[config.mk]
export PLATFORM = sky130hd
export DESIGN_NAME = lvds_tx_framer
export DESIGN_NICKNAME = d
export VERILOG_FILES = /design/src/rtl/lvds_tx_pkg.sv /design/src/rtl/lvds_tx_framer_sync_fifo.sv /design/src/rtl/lvds_tx_framer.sv
export SDC_FILE = /design/constraint.sdc
export NUM_CORES = 1
export LEC_CHECK = 0
export ABC_AREA = 1
export ABC_CLOCK_PERIOD_IN_PS = 5600
export BUFFER_PORTS_ARGS = -buffer_cell sky130_fd_sc_hd__buf_2
export CORE_UTILIZATION = 50
export CTS_BUF_LIST = sky130_fd_sc_hd__clkbuf_8
export CTS_CLUSTER_DIAMETER = 120
export DETAILED_ROUTE_END_ITERATION = 8
export PLACE_DENSITY = 0.68
export SYNTH_ARGS = -nofsm -noshare
export SYNTH_HDL_FRONTEND = slang
export SYNTH_SLANG_ARGS = --single-unit
[constraint.sdc]
create_clock -name clk -period 5.6 [get_ports clk]
set_input_delay 0.28 -clock clk [delete_from_list [all_inputs] [get_ports clk]]
set_output_delay 0.28 -clock clk [all_outputs]
set_load 0.01 [all_outputs]
[src/rtl/lvds_tx_pkg.sv]
// Shared types for the LVDS transmit framer.
// Sample pair layout, FSM states and beat slicing helper.
package lvds_tx_pkg;

  localparam int BEATS = 4;
  localparam int PH_W  = $clog2(BEATS);

  typedef struct packed {
    logic [11:0] i;
    logic [11:0] q;
  } iq_t;

  typedef enum logic {
    IDLE,
    RUN
  } tx_state_e;

  // MSB half first, I before Q
  function automatic logic [5:0] beat_of(
    input iq_t             s,
    input logic [PH_W-1:0] ph
  );
    logic [5:0] b;
    unique case (ph)
      PH_W'(0): b = s.i[11:6];
      PH_W'(1): b = s.i[5:0];
      PH_W'(2): b = s.q[11:6];
      default:  b = s.q[5:0];
    endcase
    return b;
  endfunction

endpackage

[src/rtl/lvds_tx_framer_sync_fifo.sv]
// Single-clock FIFO with first-word fall-through head.
// Push is ignored when full, pop is ignored when empty.
module sync_fifo #(
  parameter int W  = 24,
  parameter int AW = 4
) (
  input  logic          clk,
  input  logic          reset_b,
  input  logic          i_push,
  input  logic [W-1:0]  i_wdata,
  input  logic          i_pop,
  output logic [W-1:0]  o_head,
  output logic          o_full,
  output logic          o_empty,
  output logic [AW:0]   o_count
);

  localparam logic [AW:0] DEPTH = (AW+1)'(2**AW);

  logic [W-1:0]  r_mem [2**AW];
  logic [AW-1:0] r_wp;
  logic [AW-1:0] r_rp;
  logic [AW:0]   r_cnt;
  logic          w_push;
  logic          w_pop;

  assign o_full  = (r_cnt == DEPTH);
  assign o_empty = (r_cnt == '0);
  assign o_count = r_cnt;
  assign o_head  = r_mem[r_rp];
  assign w_push  = i_push & ~o_full;
  assign w_pop   = i_pop & ~o_empty;

  always_ff @(posedge clk) begin
    if (w_push) r_mem[r_wp] <= i_wdata;
  end

  always_ff @(posedge clk or negedge reset_b) begin
    if (!reset_b) begin
      r_wp  <= '0;
      r_rp  <= '0;
      r_cnt <= '0;
    end else begin
      if (w_push) r_wp <= r_wp + 1'b1;
      if (w_pop)  r_rp <= r_rp + 1'b1;
      unique case ({w_push, w_pop})
        2'b10:   r_cnt <= r_cnt + 1'b1;
        2'b01:   r_cnt <= r_cnt - 1'b1;
        default: r_cnt <= r_cnt;
      endcase
    end
  end

endmodule

[src/rtl/lvds_tx_framer.sv]
// Transmit framer: buffers I/Q pairs and emits four 6-bit beats
// per pair with a 1,1,0,0 frame marker toward the LVDS output stage.
module lvds_tx_framer
  import lvds_tx_pkg::*;
#(
  parameter int FIFO_AW = 4,
  parameter int PRIME   = 2,
  parameter int CNT_W   = 16
) (
  input  logic             clk,
  input  logic             reset_b,
  input  logic             en,
  input  logic             s_valid,
  output logic             s_ready,
  input  logic [11:0]      s_i,
  input  logic [11:0]      s_q,
  output logic [5:0]       tx_d,
  output logic             tx_frame,
  output logic             active,
  output logic             underflow,
  output logic [CNT_W-1:0] underflow_cnt
);

  localparam logic [FIFO_AW:0] PRIME_C = PRIME[FIFO_AW:0];

  iq_t              w_head;
  logic             w_full;
  logic             w_empty;
  logic [FIFO_AW:0] w_count;
  logic             w_pop;
  logic             w_zero;
  logic             w_stop;
  tx_state_e        w_state_nx;

  tx_state_e        r_state;
  logic [PH_W-1:0]  r_phase;
  iq_t              r_hold;
  logic [5:0]       r_tx_d;
  logic             r_frame;
  logic             r_uf;
  logic [CNT_W-1:0] r_cnt;

  sync_fifo #(
    .W  (24),
    .AW (FIFO_AW)
  ) u_fifo (
    .clk     (clk),
    .reset_b (reset_b),
    .i_push  (s_valid),
    .i_wdata ({s_i, s_q}),
    .i_pop   (w_pop),
    .o_head  (w_head),
    .o_full  (w_full),
    .o_empty (w_empty),
    .o_count (w_count)
  );

  assign s_ready       = ~w_full;
  assign tx_d          = r_tx_d;
  assign tx_frame      = r_frame;
  assign active        = (r_state == RUN);
  assign underflow     = r_uf;
  assign underflow_cnt = r_cnt;

  // Phase 0 in RUN is the sample boundary where the next pair is chosen
  always_comb begin
    w_state_nx = r_state;
    w_pop      = 1'b0;
    w_zero     = 1'b0;
    w_stop     = 1'b0;
    unique case (r_state)
      IDLE: begin
        if (en && w_count >= PRIME_C) begin
          w_pop      = 1'b1;
          w_state_nx = RUN;
        end
      end
      RUN: begin
        if (r_phase == '0) begin
          if (!en) begin
            w_stop     = 1'b1;
            w_state_nx = IDLE;
          end else if (!w_empty) begin
            w_pop = 1'b1;
          end else begin
            w_zero = 1'b1;
          end
        end
      end
      default: w_state_nx = IDLE;
    endcase
  end

  always_ff @(posedge clk or negedge reset_b) begin
    if (!reset_b) begin
      r_state <= IDLE;
      r_phase <= '0;
      r_hold  <= '0;
      r_tx_d  <= '0;
      r_frame <= 1'b0;
      r_uf    <= 1'b0;
      r_cnt   <= '0;
    end else begin
      r_state <= w_state_nx;
      r_uf    <= w_zero;
      if (w_zero && r_cnt != '1) r_cnt <= r_cnt + 1'b1;
      unique case (1'b1)
        w_pop: begin
          r_hold  <= w_head;
          r_tx_d  <= beat_of(w_head, '0);
          r_frame <= 1'b1;
          r_phase <= PH_W'(1);
        end
        w_zero: begin
          r_hold  <= '0;
          r_tx_d  <= '0;
          r_frame <= 1'b1;
          r_phase <= PH_W'(1);
        end
        w_stop: begin
          r_tx_d  <= '0;
          r_frame <= 1'b0;
          r_phase <= '0;
        end
        (r_state == RUN && r_phase != '0): begin
          r_tx_d  <= beat_of(r_hold, r_phase);
          r_frame <= ~r_phase[PH_W-1];
          r_phase <= r_phase + 1'b1;
        end
        default: begin
          r_tx_d  <= '0;
          r_frame <= 1'b0;
        end
      endcase
    end
  end

endmodule

---- Word-level counts from Yosys, hierarchy flattened ----
Memory sizes are Yosys's and may differ from the RTL's.
Cells that the tools add are included.
word-level totals
  flip-flop bits (word level) ............. 64
  latch bits .............................. 0
  bits in writable memories ............... 384
  bits in read-only memories .............. 0
  input bits .............................. 28
  memories kept ........................... 1
memory list
  memory        depth  width  read ports  clocked after Yosys merged registers in  write ports  line                            RTL
  u_fifo.r_mem  16     24     1           0                                        1            lvds_tx_framer_sync_fifo.sv:20  logic [W-1:0] r_mem [2**AW];
operators by class
  $add $sub $neg .......................... 6
  $mul .................................... 0
  div/mod/pow operators ................... 0
  order comparisons ....................... 1
  eq/ne operators ......................... 6
  shift operators ......................... 0
  mux-type cells .......................... 23
  bitwise logic cells ..................... 6
  reductions and logical operators ........ 10
operators with widths
  operator                                                                             count
  24-bit case mux with 2 select lines                                                  1
  6-bit case mux with 3 select lines                                                   1
  16-bit by 1-bit adder with 16-bit output, second input constant                      1
  16-bit != test, second input constant                                                1
  1-bit two-way mux                                                                    15
  6-bit case mux with 2 select lines                                                   1
  5-bit case mux with 2 select lines                                                   1
  4-bit by 1-bit adder with 4-bit output, second input constant                        2
  1-bit case mux with 2 select lines                                                   3
  2-bit case mux with 3 select lines                                                   1
  2-bit nonzero test                                                                   3
  5-bit by 1-bit adder with 5-bit output, second input constant                        1
  5-bit equality test, second input constant                                           1
  5-bit by 2-bit greater-or-equal comparator with 1-bit output, second input constant  1
  5-bit logical NOT                                                                    1
  5-bit by 1-bit subtractor with 5-bit output, second input constant                   1
  2-bit by 1-bit equality test with 1-bit output, second input constant                2
  2-bit equality test, second input constant                                           2
  1-bit inverter                                                                       4
  1-bit logical AND                                                                    3
  3-bit nonzero test                                                                   1
  2-bit by 1-bit adder with 2-bit output, second input constant                        1
  1-bit bitwise AND                                                                    2
  2-bit logical NOT                                                                    1
  2-bit OR reduction                                                                   1

---- Longest topological paths before layout ----
Gate-level depths: netlist of the first run.
  depth in word-level cells ............... 8
  mapped depth ............................ 20
  mapped depth without buffers ............ 18

---- Hierarchy ----
From an unflattened synthesis of the first run, not the netlist that was laid out.
second synthesis, totals
  cells, all modules ...................... 1935
  area, all modules ....................... 19506.2 um2
by module, submodules not included
  module          instances  cells an instance  area each (um2)  seq. area each (um2)
  sync_fifo       1          1618               16927.5          11856.4
  lvds_tx_framer  1          317                2578.7           1276.2

---- Least setup slack after synthesis of the first run ----
Ideal clock, no wire load.
  kind .................................... reg-to-reg
  from .................................... reg r_phase[0]
  to ...................................... reg u_fifo.r_cnt[4] (netlist: u_fifo.o_count[4])
  data arrival time ....................... 2342 ps
  required time ........................... 5473 ps
  slack ................................... 3131 ps
  cell stages (with the launch flop) ...... 20
  period minus slack after synthesis ...... 2469 ps
  cells stage by stage .................... dfrtp_1 > inv_1 > ha_1 > buf_6 > nand2_1 > nor2_2 > nand2_1 > nand2_1 > buf_2 > ha_1 > inv_1 > fa_1 > inv_1 > nand2_1 > nand2_1 > nand2_1 > nand3b_1 > nand2_1 > nand2_1 > o21ai_0
between the ends
  longest elaborated chain between the ends .. 6
ends and longest elaborated chain
  what                                                                                          line                            RTL
  start: declaration                                                                            lvds_tx_framer.sv:36            logic [PH_W-1:0] r_phase;
  start signal: assignment                                                                      lvds_tx_framer.sv:128           r_phase <= r_phase + 1'b1;
  2-bit logical NOT *                                                                           lvds_tx_framer.sv:79            if (r_phase == '0) begin
  1-bit two-way mux *                                                                           lvds_tx_framer.sv:79
  1-bit case mux with 2 select lines *                                                          lvds_tx_framer.sv:71            unique case (r_state)
  1-bit bitwise AND *                                                                           lvds_tx_framer_sync_fifo.sv:32  assign w_pop = i_pop & ~o_empty;
  net u_fifo.w_pop                                                                              lvds_tx_framer_sync_fifo.sv:25  logic w_pop;
  2-bit by 1-bit equality test with 1-bit output / 2-bit equality test (equally long branches)  lvds_tx_framer_sync_fifo.sv:46  unique case ({w_push, w_pop})
  5-bit case mux with 2 select lines / 2-bit nonzero test (equally long branches)               --
  end signal: assignment                                                                        lvds_tx_framer_sync_fifo.sv:47  2'b10: r_cnt <= r_cnt + 1'b1;
  end signal: assignment                                                                        lvds_tx_framer_sync_fifo.sv:48  2'b01: r_cnt <= r_cnt - 1'b1;
  end signal: assignment                                                                        lvds_tx_framer_sync_fifo.sv:49  default: r_cnt <= r_cnt;
  end: declaration                                                                              lvds_tx_framer_sync_fifo.sv:23  logic [AW:0] r_cnt;
The timed path passes the listed nets; every way through them passes the cells marked *.
A chain may end at the register's enable or synchronous reset.

---- Worst setup path in the final report of the first run ----
  from .................................... reg u_fifo.r_rp[0]
  to ...................................... reg r_hold[15] (netlist bit)
between the ends
  longest elaborated chain between the ends .. 2
ends and longest elaborated chain
  what                                 line                            RTL
  start: declaration                   lvds_tx_framer_sync_fifo.sv:22  logic [AW-1:0] r_rp;
  start signal: assignment             lvds_tx_framer_sync_fifo.sv:45  if (w_pop) r_rp <= r_rp + 1'b1;
  memory read 16 x 24 bit              --
  24-bit case mux with 2 select lines  lvds_tx_framer.sv:107           unique case (1'b1)
  end signal: assignment               lvds_tx_framer.sv:109           r_hold <= w_head;
  end: declaration                     lvds_tx_framer.sv:37            iq_t r_hold;
No other way between the ends.

==> results of run 1 <==
-- registers in the layout, indices dropped and copies added (netlist names) --
name            cells
r_phase             2
u_fifo.r_wp         4
r_hold             24
u_fifo.r_rp         4
underflow_cnt      16
underflow           1
active              1
tx_frame            1
u_fifo.o_count      5
tx_d                6
u_fifo.r_mem      384
-- power by group through the flow --
stage               logic [W]  registers (W)  clock network (W)
CTS                   0.00327        0.00437            0.00253
global route          0.00366        0.00441            0.00267
finish                0.00329        0.00438            0.00249
detailed placement    0.00326        0.00443                  0
global placement      0.00318        0.00442                  0
floorplan             0.00245        0.00429                  0
-- worst max-delay path, cell delays in order, from the launching register on --
cell     delay, ns
dfrtp_4       0.69
inv_6         0.67
buf_4         0.54
nand2_1       0.11
nand3_1       0.09
nand3_1       0.10
nand3_1       0.12
nand3_1       0.12
nand2_1       0.10
-- through the flow --
step	utilization, %	cell area [um2]	instances	setup slack, ns	hold WS, ns
final	55.81	20430	2211	2.815	0.05638
after global routing	55.81	20430	2210	2.657	0.04346
after CTS	55.81	20430	2210	2.903	0.02925
after global placement	52.35	19170	2085	2.978	0.4697
after detailed placement	52.35	19170	2085	2.925	0.4671
after floorplan	-	18570	1632	3.131	-0.01559
-- synth_stat cells, drive strengths merged --
master | instances | share of area (%)
a31oi | 7 | 0.24
inv | 45 | 0.94
xnor2 | 7 | 0.33
nand2 | 564 | 11
nand3b | 1 | 0.040
ha | 14 | 0.94
nand4 | 10 | 0.37
clkbuf | 8 | 0.16
xor2 | 11 | 0.52
nor2 | 50 | 1.1
a21oi | 6 | 0.16
dfrtp | 64 | 8.6
fa | 1 | 0.11
buf | 78 | 2.7
nand3 | 365 | 9.8
edfxtp | 384 | 62
o21ai | 17 | 0.46
-- what timing repair did --
item	in CTS	in global routing
buffers inserted	0	0
endpoints found under the hold margin	65	0
hold buffers	2	0
-- worst max path at each step --
stage | slack (ns) | endpoint | depth (start not counted)
after floorplan | 3.13 | u_fifo.o_count[4] | 19
after CTS | 2.90 | r_hold[15] | 8
final | 2.82 | r_hold[15] | 8
after global placement | 2.98 | r_hold[15] | 8
after global routing | 2.66 | u_fifo.o_count[4] | 17
after detailed placement | 2.93 | r_hold[15] | 8
-- cells by family (layout without fill, tap and decap cells) --
group | count (synthesis) | count (layout) | synth area share (%)
xor+xnor | 18 | 18 | 0.8488
compound gates | 30 | 30 | 0.8555
flops | 448 | 448 | 70.70
buf+inv | 131 | 241 | 3.819
fa+ha+maj | 15 | 15 | 1.051
simple gates | 990 | 990 | 22.72
other cells | 0 | 1 | 0
-- layout by cell type (no fill, tap or decap) --
master / instances
a21oi_1: 6
a31oi_1: 7
buf_12: 1
buf_2: 53
buf_4: 17
bufinv_16: 1
clkbuf_8: 73
clkinv_1: 10
clkinv_2: 6
clkinvlp_4: 5
dfrtp_1: 61
dfrtp_2: 1
dfrtp_4: 2
diode_2: 1
dlygate4sd3_1: 2
edfxtp_1: 384
fa_1: 1
ha_1: 14
inv_1: 68
inv_2: 4
inv_6: 1
nand2_1: 564
nand3_1: 365
nand3b_1: 1
nand4_1: 9
nand4_2: 1
nor2_1: 29
nor2_2: 5
nor2_4: 16
o21ai_0: 17
xnor2_1: 7
xor2_1: 11
-- routing by layer --
metal | routed length (um) | part of all wire [%]
met5 | 11 | 0.024
met4 | 1382 | 3.0
met3 | 4081 | 9.0
met2 | 20940 | 46
met1 | 19040 | 42
-- area by class of cell --
type | instances | share of cell area, %
inverter | 45 | 0.8511
tap | 468 | 2.866
antenna | 1 | 0.01225
multi-input combinational | 1053 | 23.75
sequential | 448 | 64.31
timing repair buffer | 73 | 2.119
clock buffer | 73 | 4.917
clock inverter | 50 | 1.176
==> results.sh, run 1 <==
export IMPL_status="complete, no violations"
export IMPL_clkPwrFrac_pct=24.5
export IMPL_p_sw_share_pct=38.30
export IMPL_multi_input_area_um2=4852
export IMPL_switchingPower_w=0.003889
export IMPL_numPortBuffers=53
export IMPL_holdCritStartpoint="s_i[5]"
export IMPL_gp_congestion=0.8302
export IMPL_clkLatencyLatePin_ns=0.60
export IMPL_whs_path_depth=1
export IMPL_combPwrFrac_pct=32.4
export IMPL_seqCellArea_um2=13140
export IMPL_pwr_share_seq_pct=43.1
export IMPL_power_leakage_nw=7.903
export IMPL_wirelength_mm=45.45
export IMPL_antenna_found_initial=2
export IMPL_numClockSinks=448
export IMPL_avgSynthCellArea_um2=11.38
export IMPL_cts_made_buffers=70
export IMPL_gr_total_overflow=0
export IMPL_gr_usage_met3_pct=5.362
export IMPL_slew_headroom_pct=20.81
export IMPL_fmax_mhz=359.1
export IMPL_clk_path_buf_depth=3
export IMPL_worstSetupStartpoint="u_fifo.r_rp[0]"
export IMPL_setup_viol=0
export IMPL_end_kind="flip-flop"
export IMPL_ctsResizeCount=0
export IMPL_setup_tns_final_ns=0
export IMPL_tightestPinTransition_ns=1.185
export IMPL_internal_power_w=0.006265
export IMPL_worst_setup_path_type="reg -> reg"
export IMPL_dp_hpwl_mm=23.08
export IMPL_vdd_ir_drop_max_v=0.0003026
export IMPL_wl_per_cell_um=20.56
export IMPL_fillers=3093
export IMPL_synth_cell_type_count=25
export IMPL_ys_seq_area_share_pct=70.70
export IMPL_drt_iter0_drc=1298
export IMPL_finClkSkew_ns=0.01972
export IMPL_die_area_um2=37920
export IMPL_grt_util_met2_pct=38.92
export IMPL_holdPathEnd="u_fifo.r_mem[3][17]"
export IMPL_coreArea_um2=36610
export IMPL_chipHeight_um=194.7
export IMPL_rsz0062_at_grt="false"
export IMPL_start_util_pct=50.73
export IMPL_root_buffer="clkbuf_8"
export IMPL_cts_tree="done"
export IMPL_track_usage_pct=24.51
export IMPL_drv_cap=0
export IMPL_ioPinCount=54
export IMPL_path_clk_slew_ns=0.07
export IMPL_period_share_pct=49.73
export IMPL_cts_htree_levels=3
export IMPL_vias_per_cell=5.649
export IMPL_startpoint_type="flip-flop"
export IMPL_antenna_left=0
export IMPL_fp_dieW_um=194.7
export IMPL_r2r_setup_slack_ns=2.82
export IMPL_hold_violations=0
export IMPL_synth_warnings=0
export IMPL_grt_pass1_wl_mm=69.99
export IMPL_crit_required_ns=6.13
export IMPL_nets=1734
export IMPL_drc_errors=0
export IMPL_slew_violations=0
export IMPL_worstPathMaxFanout=115
export IMPL_grt_max_degree=116
export IMPL_r2r_cells=8
export IMPL_ys_seq_elements=448
export IMPL_p_per_area_nw_per_um2=496.9
export IMPL_arrival_ns=3.31
export IMPL_timing_rr_start="u_fifo.r_rp[0]"
export IMPL_dr_pass1_iters=6
export IMPL_top_usage_layer="met2"
export IMPL_hold_class="in -> reg"
export IMPL_vias=12490
export IMPL_rows=70
export IMPL_use_met1_pct=33.15
export IMPL_period_minus_slack_ns=2.785
export IMPL_drive_gt1_share_pct=10.68
export IMPL_syn_area_um2=18570
export IMPL_r2r_end="r_hold[15]"
export IMPL_synthCells=1632
export IMPL_p_total_w=0.01015
export IMPL_areaGrowthSynthToFinish_pct=10.01
export IMPL_grt_pass1_vias=11960
export IMPL_syn_nets=1675
No activity file was read; power rests on OpenSTA's default activity.
==> run 2, diff against run 1 <==
--- a/config.mk
+++ b/config.mk
@@ -6,7 +6,7 @@
 export NUM_CORES = 1
 export LEC_CHECK = 0
 export ABC_AREA = 1
-export ABC_CLOCK_PERIOD_IN_PS = 5600
+export ABC_CLOCK_PERIOD_IN_PS = 2650
 export BUFFER_PORTS_ARGS = -buffer_cell sky130_fd_sc_hd__buf_2
 export CORE_UTILIZATION = 50
 export CTS_BUF_LIST = sky130_fd_sc_hd__clkbuf_8
==> constraint.sdc (replaced) <==
create_clock -name clk -period 2.65 [get_ports clk]
set_input_delay 0.1325 -clock clk [delete_from_list [all_inputs] [get_ports clk]]
set_output_delay 0.1325 -clock clk [all_outputs]
set_load 0.01 [all_outputs]
==> run 2 against run 1 <==
  * Flip-flop and latch count unchanged
  * Sequential power up 110%
  * Worst hold slack gained 0.030 ns
  * First-iteration DRC count decreased by 3.3%
  * Cell count increased by 2.1%
  * Clock-buffer cell count is 3 higher
  * Routed wire length shrank 5.9%
  * Clock skew up 0.0081 ns
==> results.sh, run 2 (same netlist as run 1, synthesis figures left out) <==
export IMPL_cts_made_buffers=73
export IMPL_antenna_found_initial=2
export IMPL_largest_reg_flops=384
export IMPL_p_per_area_nw_per_um2=1037
export IMPL_grt_pass1_vias=12180
export IMPL_start_util_pct=50.73
export IMPL_fin_ws_ns=0.3216
export IMPL_fmax_mhz=429.5
export IMPL_end_kind="flip-flop"
export IMPL_drv_cap=0
export IMPL_numPortBuffers=53
export IMPL_period_share_pct=87.86
export IMPL_nets=1782
export IMPL_cts_htree_levels=3
export IMPL_vias=12370
export IMPL_vias_per_cell=5.477
export IMPL_ioPinCount=54
export IMPL_numClockSinks=448
export IMPL_drt_iter0_drc=1255
export IMPL_root_buffer="clkbuf_8"
export IMPL_final_common_cell="nand2_1"
export IMPL_dp_cells=2105
export IMPL_setup_viol=0
export IMPL_grt_max_degree=174
export IMPL_wirelength_mm=42.75
export IMPL_crit_required_ns=3.12
export IMPL_setup_tns_final_ns=0
export IMPL_gr_total_overflow=0
export IMPL_hold_violations=0
export IMPL_worstPathMaxFanout=5
export IMPL_areaGrowthSynthToFinish_pct=13.61
export IMPL_die_area_um2=37920
export IMPL_antenna_left=0
export IMPL_mostFrequentLayoutCells="nand2_1 (564), edfxtp_1 (384), nand3_1 (365), clkbuf_8 (76), inv_1 (68)"
export IMPL_gp_congestion=0.8691
export IMPL_drive_gt1_share_pct=11.57
export IMPL_worst_setup_path_type="reg -> reg"
export IMPL_cts_tree="done"
export IMPL_top_register="u_fifo.r_mem"
export IMPL_final_cell_area_um2=21100
export IMPL_clkLatencyLatePin_ns=0.61
export IMPL_grt_pass1_wl_mm=67.38
export IMPL_postCtsSetupBuffers=0
export IMPL_tightestPinTransition_ns=0.8571
export IMPL_fp_dieW_um=194.7
export IMPL_arrival_ns=2.80
export IMPL_wl_per_cell_um=18.93
export IMPL_layout_cells_non_filler=2258
export IMPL_seqCellArea_um2=13140
export IMPL_power_leakage_nw=8.214
export IMPL_period_minus_slack_ns=2.328
export IMPL_fillers=2978
export IMPL_clk_path_buf_depth=3
export IMPL_dp_hpwl_mm=22.92
export IMPL_track_usage_pct=23.29
export IMPL_rows=70
export IMPL_slew_violations=0
export IMPL_rsz0062_at_grt="false"
export IMPL_drc_errors=0
export IMPL_hold_class="in -> async"
export IMPL_coreArea_um2=36610
export IMPL_dr_pass1_iters=5
export IMPL_vdd_ir_drop_max_v=0.0009017
export IMPL_slew_headroom_pct=42.86
export IMPL_chipHeight_um=194.7
export IMPL_dp_slack_ns=0.2591
export IMPL_finClkSkew_ns=0.02786
export IMPL_multi_input_area_um2=4855
export IMPL_place_area_um2=19530
export IMPL_startpoint_type="flip-flop"
export IMPL_status="complete, no violations"
export IMPL_path_clk_slew_ns=0.06
[run 2: power by group]
| group | internal (W) | switching (W) |
|---|---|---|
| registers | 0.00862 | 0.000358 |
| clock network | 0.00284 | 0.00261 |
| logic | 0.00226 | 0.00518 |
[run 2: worst max-delay path, cell delays in order (launching register included)]
cell	delay (ns)
dfrtp_1	0.41
inv_1	0.11
ha_1	0.19
nand2_1	0.09
nor2_2	0.10
nand2_1	0.06
nand2_1	0.09
ha_2	0.23
inv_1	0.06
fa_1	0.35
inv_1	0.09
nand2_1	0.07
nand2_1	0.06
nand2_1	0.06
nand3b_1	0.08
nand2_1	0.05
nand2_1	0.04
o21ai_0	0.07
[run 2: metrics by stage]
stage / hold slack [ns] / power, W / utilization, %
floorplan: -0.1631 / 0.01424 / -
global placement: 0.2018 / 0.01634 / 53.34
detailed placement: 0.2072 / 0.01652 / 53.34
CTS: 0.09582 / 0.02199 / 57.63
global route: 0.1473 / 0.02322 / 57.64
finish: 0.08591 / 0.02187 / 57.64
[run 2: timing repair]
action | CTS | global route
setup endpoints to repair | 0 | 1
resized for setup | 0 | 1
hold buffers | 27 | 0
endpoints found under the hold margin | 414 | 0
[run 2: layout make-up]
type / count / share of cell area (%)
diodes: 1 / 0.01186
repair buffers: 118 / 4.957
clock buffers: 76 / 4.957
multi-input cells: 1053 / 23.00
flip-flops and latches: 448 / 62.27
clock inverters: 49 / 1.198
inverters: 45 / 0.8241
well taps: 468 / 2.775
[run 2: worst paths after layout]
kind	startpoint	end	slack (ns)	cells after the start
setup / recovery	r_phase[0]	u_fifo.o_count[4]	0.32	17
hold / removal	reset_b	tx_d[2]	0.09	2
setup reg to reg	r_phase[0]	u_fifo.o_count[4]	0.32	17
hold reg to reg	r_hold[15]	r_hold[15]	0.48	2
max in group asynchronous	reset_b	u_fifo.r_rp[1]	1.90	3
min in group clk	s_i[3]	u_fifo.r_mem[14][15]	0.45	2
[run 2: routing by layer]
layer,track usage [%],wire length (um),share of wire (%)
met1,31.13,18290,43
met5,0,13,0.030
met4,8.632,974,2.3
met2,37.86,20280,47
met3,4.685,3195,7.5
==> run 3, diff against run 2 <==
--- a/config.mk
+++ b/config.mk
@@ -15,4 +15,5 @@
 export PLACE_DENSITY = 0.68
 export SYNTH_ARGS = -nofsm -noshare
 export SYNTH_HDL_FRONTEND = slang
+export SYNTH_HIERARCHICAL = 1
 export SYNTH_SLANG_ARGS = --single-unit
==> run 3 against run 2 <==
  * Sequential power is 0.9% higher
  * Power is 3.7% higher
  * Combinational power is 2% higher
  * Global-route usage is 0.054 points higher
  * Setup slack worse by 0.042 ns
  * Via count is 9.3% higher
  * Flip-flop and latch count stayed put
  * Non-clock buffer count is 6 higher
  * Worst hold slack better by 0.094 ns
  * Sequential share of layout area is 3.3 points lower
  * Largest cell class unchanged
==> results.sh, run 3 <==
export IMPL_hold_violations=0
export IMPL_slew_violations=0
export IMPL_nets=2095
export IMPL_grt_pass1_vias=12740
export IMPL_power_leakage_nw=9.560
export IMPL_chipHeight_um=199.5
export IMPL_antenna_found_initial=0
export IMPL_timing_rr_start="r_phase[0]"
export IMPL_syn_area_um2=19510
export IMPL_synth_top_area_share_pct=59.11
export IMPL_antenna_left=0
export IMPL_root_buffer="clkbuf_8"
export IMPL_synth_warnings=6
export IMPL_tightestPinTransition_ns=0.8676
export IMPL_cts_htree_levels=3
export IMPL_drv_cap=0
export IMPL_drt_iter0_drc=1048
export IMPL_setup_viol=0
export IMPL_vias=13520
export IMPL_synthCells=1935
export IMPL_synth_edf_count=384
export IMPL_start_util_pct=51.30
export IMPL_grt_max_degree=162
export IMPL_vias_per_cell=5.159
export IMPL_synth_cell_type_count=33
export IMPL_top_register="u_fifo/r_mem"
export IMPL_setup_tns_final_ns=0
export IMPL_cts_tree="done"
export IMPL_coreArea_um2=38020
export IMPL_worst_setup_path_type="reg -> reg"
export IMPL_slew_headroom_pct=42.16
export IMPL_rsz0062_at_grt="false"
export IMPL_grt_pass1_wl_mm=69.86
export IMPL_gp_congestion=0.8184
export IMPL_hold_class="in -> async"
export IMPL_drc_errors=0
export IMPL_syn_nets=1978
export IMPL_period_minus_slack_ns=2.370
export IMPL_status="complete, no violations"
export IMPL_worstPathMaxFanout=5
export IMPL_fin_ws_ns=0.2797
export IMPL_path_clk_slew_ns=0.06
export IMPL_die_area_um2=39810
export IMPL_clkLatencyLatePin_ns=0.61
export IMPL_dr_pass1_iters=5
export IMPL_wl_per_cell_um=17.00
export IMPL_arrival_ns=2.85
export IMPL_rows=71
export IMPL_r2r_setup_slack_ns=0.28
export IMPL_wirelength_mm=44.56
export IMPL_fmax_mhz=421.9
export IMPL_numClockSinks=448
export IMPL_fp_dieW_um=199.5
export IMPL_postCtsSetupBuffers=0
export IMPL_ys_seq_area_share_pct=67.33
export IMPL_largest_reg_flops=384
export IMPL_dp_slack_ns=0.2323
export IMPL_gr_total_overflow=0
export IMPL_yosys_area_top_type="edfxtp_1"
export IMPL_r2r_end="u_fifo/o_count[4]"
export IMPL_clk_path_buf_depth=3
export IMPL_drive_gt1_share_pct=11.71
export IMPL_num_antenna_cells=0
export IMPL_ioPinCount=54
export IMPL_synthMostInstantiatedCell="nand2_1"
export IMPL_avgSynthCellArea_um2=10.08
export IMPL_numPortBuffers=53
export IMPL_fillers=3145
export IMPL_dp_hpwl_mm=24.92
export IMPL_async_reset_ff_share_pct=14.29
export IMPL_end_kind="flip-flop"
export IMPL_vdd_ir_drop_max_v=0.0007694
export IMPL_p_per_area_nw_per_um2=1018
export IMPL_synth_area_leaders="edfxtp_1 (59%), nand2_1 (15%), dfrtp_1 (8.2%)"
export IMPL_synthTopCellsByCount="nand2_1 (765), edfxtp_1 (384), nand3_1 (184)"
export IMPL_ys_seq_elements=448
export IMPL_track_usage_pct=23.34
export IMPL_mostFrequentLayoutCells="nand2_1 (765), edfxtp_1 (384), inv_1 (195), nand3_1 (184), nor2_1 (165)"
export IMPL_areaGrowthSynthToFinish_pct=14.25
export IMPL_crit_required_ns=3.13
export IMPL_r2r_cells=17
export IMPL_hold_slack_ns=0.1794
export IMPL_yosys_most_used_dff="edfxtp_1"
export IMPL_cts_made_buffers=75
export IMPL_startpoint_type="flip-flop"
export IMPL_finClkSkew_ns=0.02450
export IMPL_period_share_pct=89.44
export IMPL_final_common_cell="nand2_1"
-- run 3: worst max-delay path by stage --
stage	cells after the start	start	endpoint
2_1_floorplan	19	r_phase[0]	u_fifo/o_count[4]
3_3_place_gp	17	r_phase[0]	u_fifo/o_count[4]
3_5_place_dp	17	r_phase[0]	u_fifo/o_count[4]
4_1_cts	17	r_phase[0]	u_fifo/o_count[4]
5_1_grt	17	r_phase[0]	u_fifo/o_count[4]
6_report	17	r_phase[0]	u_fifo/o_count[4]
-- run 3: repair_timing --
item / 4_1_cts / 5_1_grt
hold buffers: 27 / 0
resized for setup: 0 / 2
endpoints found under the setup margin: 0 / 1
hold endpoints to repair: 427 / 0
-- run 3: area by class of cell --
class | count | area (um2) | share of cell area, %
clock inverters | 51 | 329.1 | 1.477
repair buffers | 124 | 1003 | 4.503
clock buffers | 84 | 1156 | 5.188
multi-input cells | 1218 | 5323 | 23.88
flip-flops and latches | 448 | 13140 | 58.95
well taps | 511 | 639.4 | 2.869
inverters | 185 | 698.2 | 3.133
-- run 3: logic make-up after synthesis --
| logic type | after synthesis | synth area share, % |
|---|---|---|
| compound gates | 37 | 1.193 |
| buf+inv | 269 | 6.106 |
| xor+xnor | 15 | 0.6735 |
| flops | 448 | 67.33 |
| simple gates | 1151 | 23.70 |
| fa+ha+maj | 15 | 1.001 |
-- run 3: per-layer routing --
layer | vias up | GRT usage (%) | routed length, um
li1 | 6501 | - | -
met1 | 6497 | 32.67 | 19790
met2 | 444 | 36.81 | 20630
met3 | 79 | 4.068 | 3005
met4 | 0 | 8.171 | 1132
met5 | - | 0 | 0
-- run 3: worst max-delay path: stages, from the launching register on --
cell and delay, ns:
dfrtp_1 0.41, inv_1 0.12, ha_2 0.22, nand3_4 0.08, o21ai_4 0.15, nand2_1 0.10, inv_2 0.10, ha_4 0.17
inv_1 0.06, fa_1 0.41, inv_1 0.07, nand2_1 0.05, nand2_1 0.07, nand2_1 0.05, nand2_1 0.05, nand2_1 0.05
nand2_1 0.05, nand2_1 0.05
-- run 3: per-stage QoR --
stage	instance area (um2)	util (%)	instances	total power, W
2_1_floorplan	19520	-	1935	0.01418
3_3_place_gp	20520	53.97	2459	0.01651
3_5_place_dp	20520	53.97	2459	0.01667
4_1_cts	22270	58.58	2621	0.02277
5_1_grt	22290	58.62	2621	0.02404
6_report	22290	58.62	2621	0.02268
-- run 3: power by group --
group | internal [W] | switching (W)
Sequential | 0.00862 | 0.000434
Clock | 0.00331 | 0.00271
Combinational | 0.00226 | 0.00534
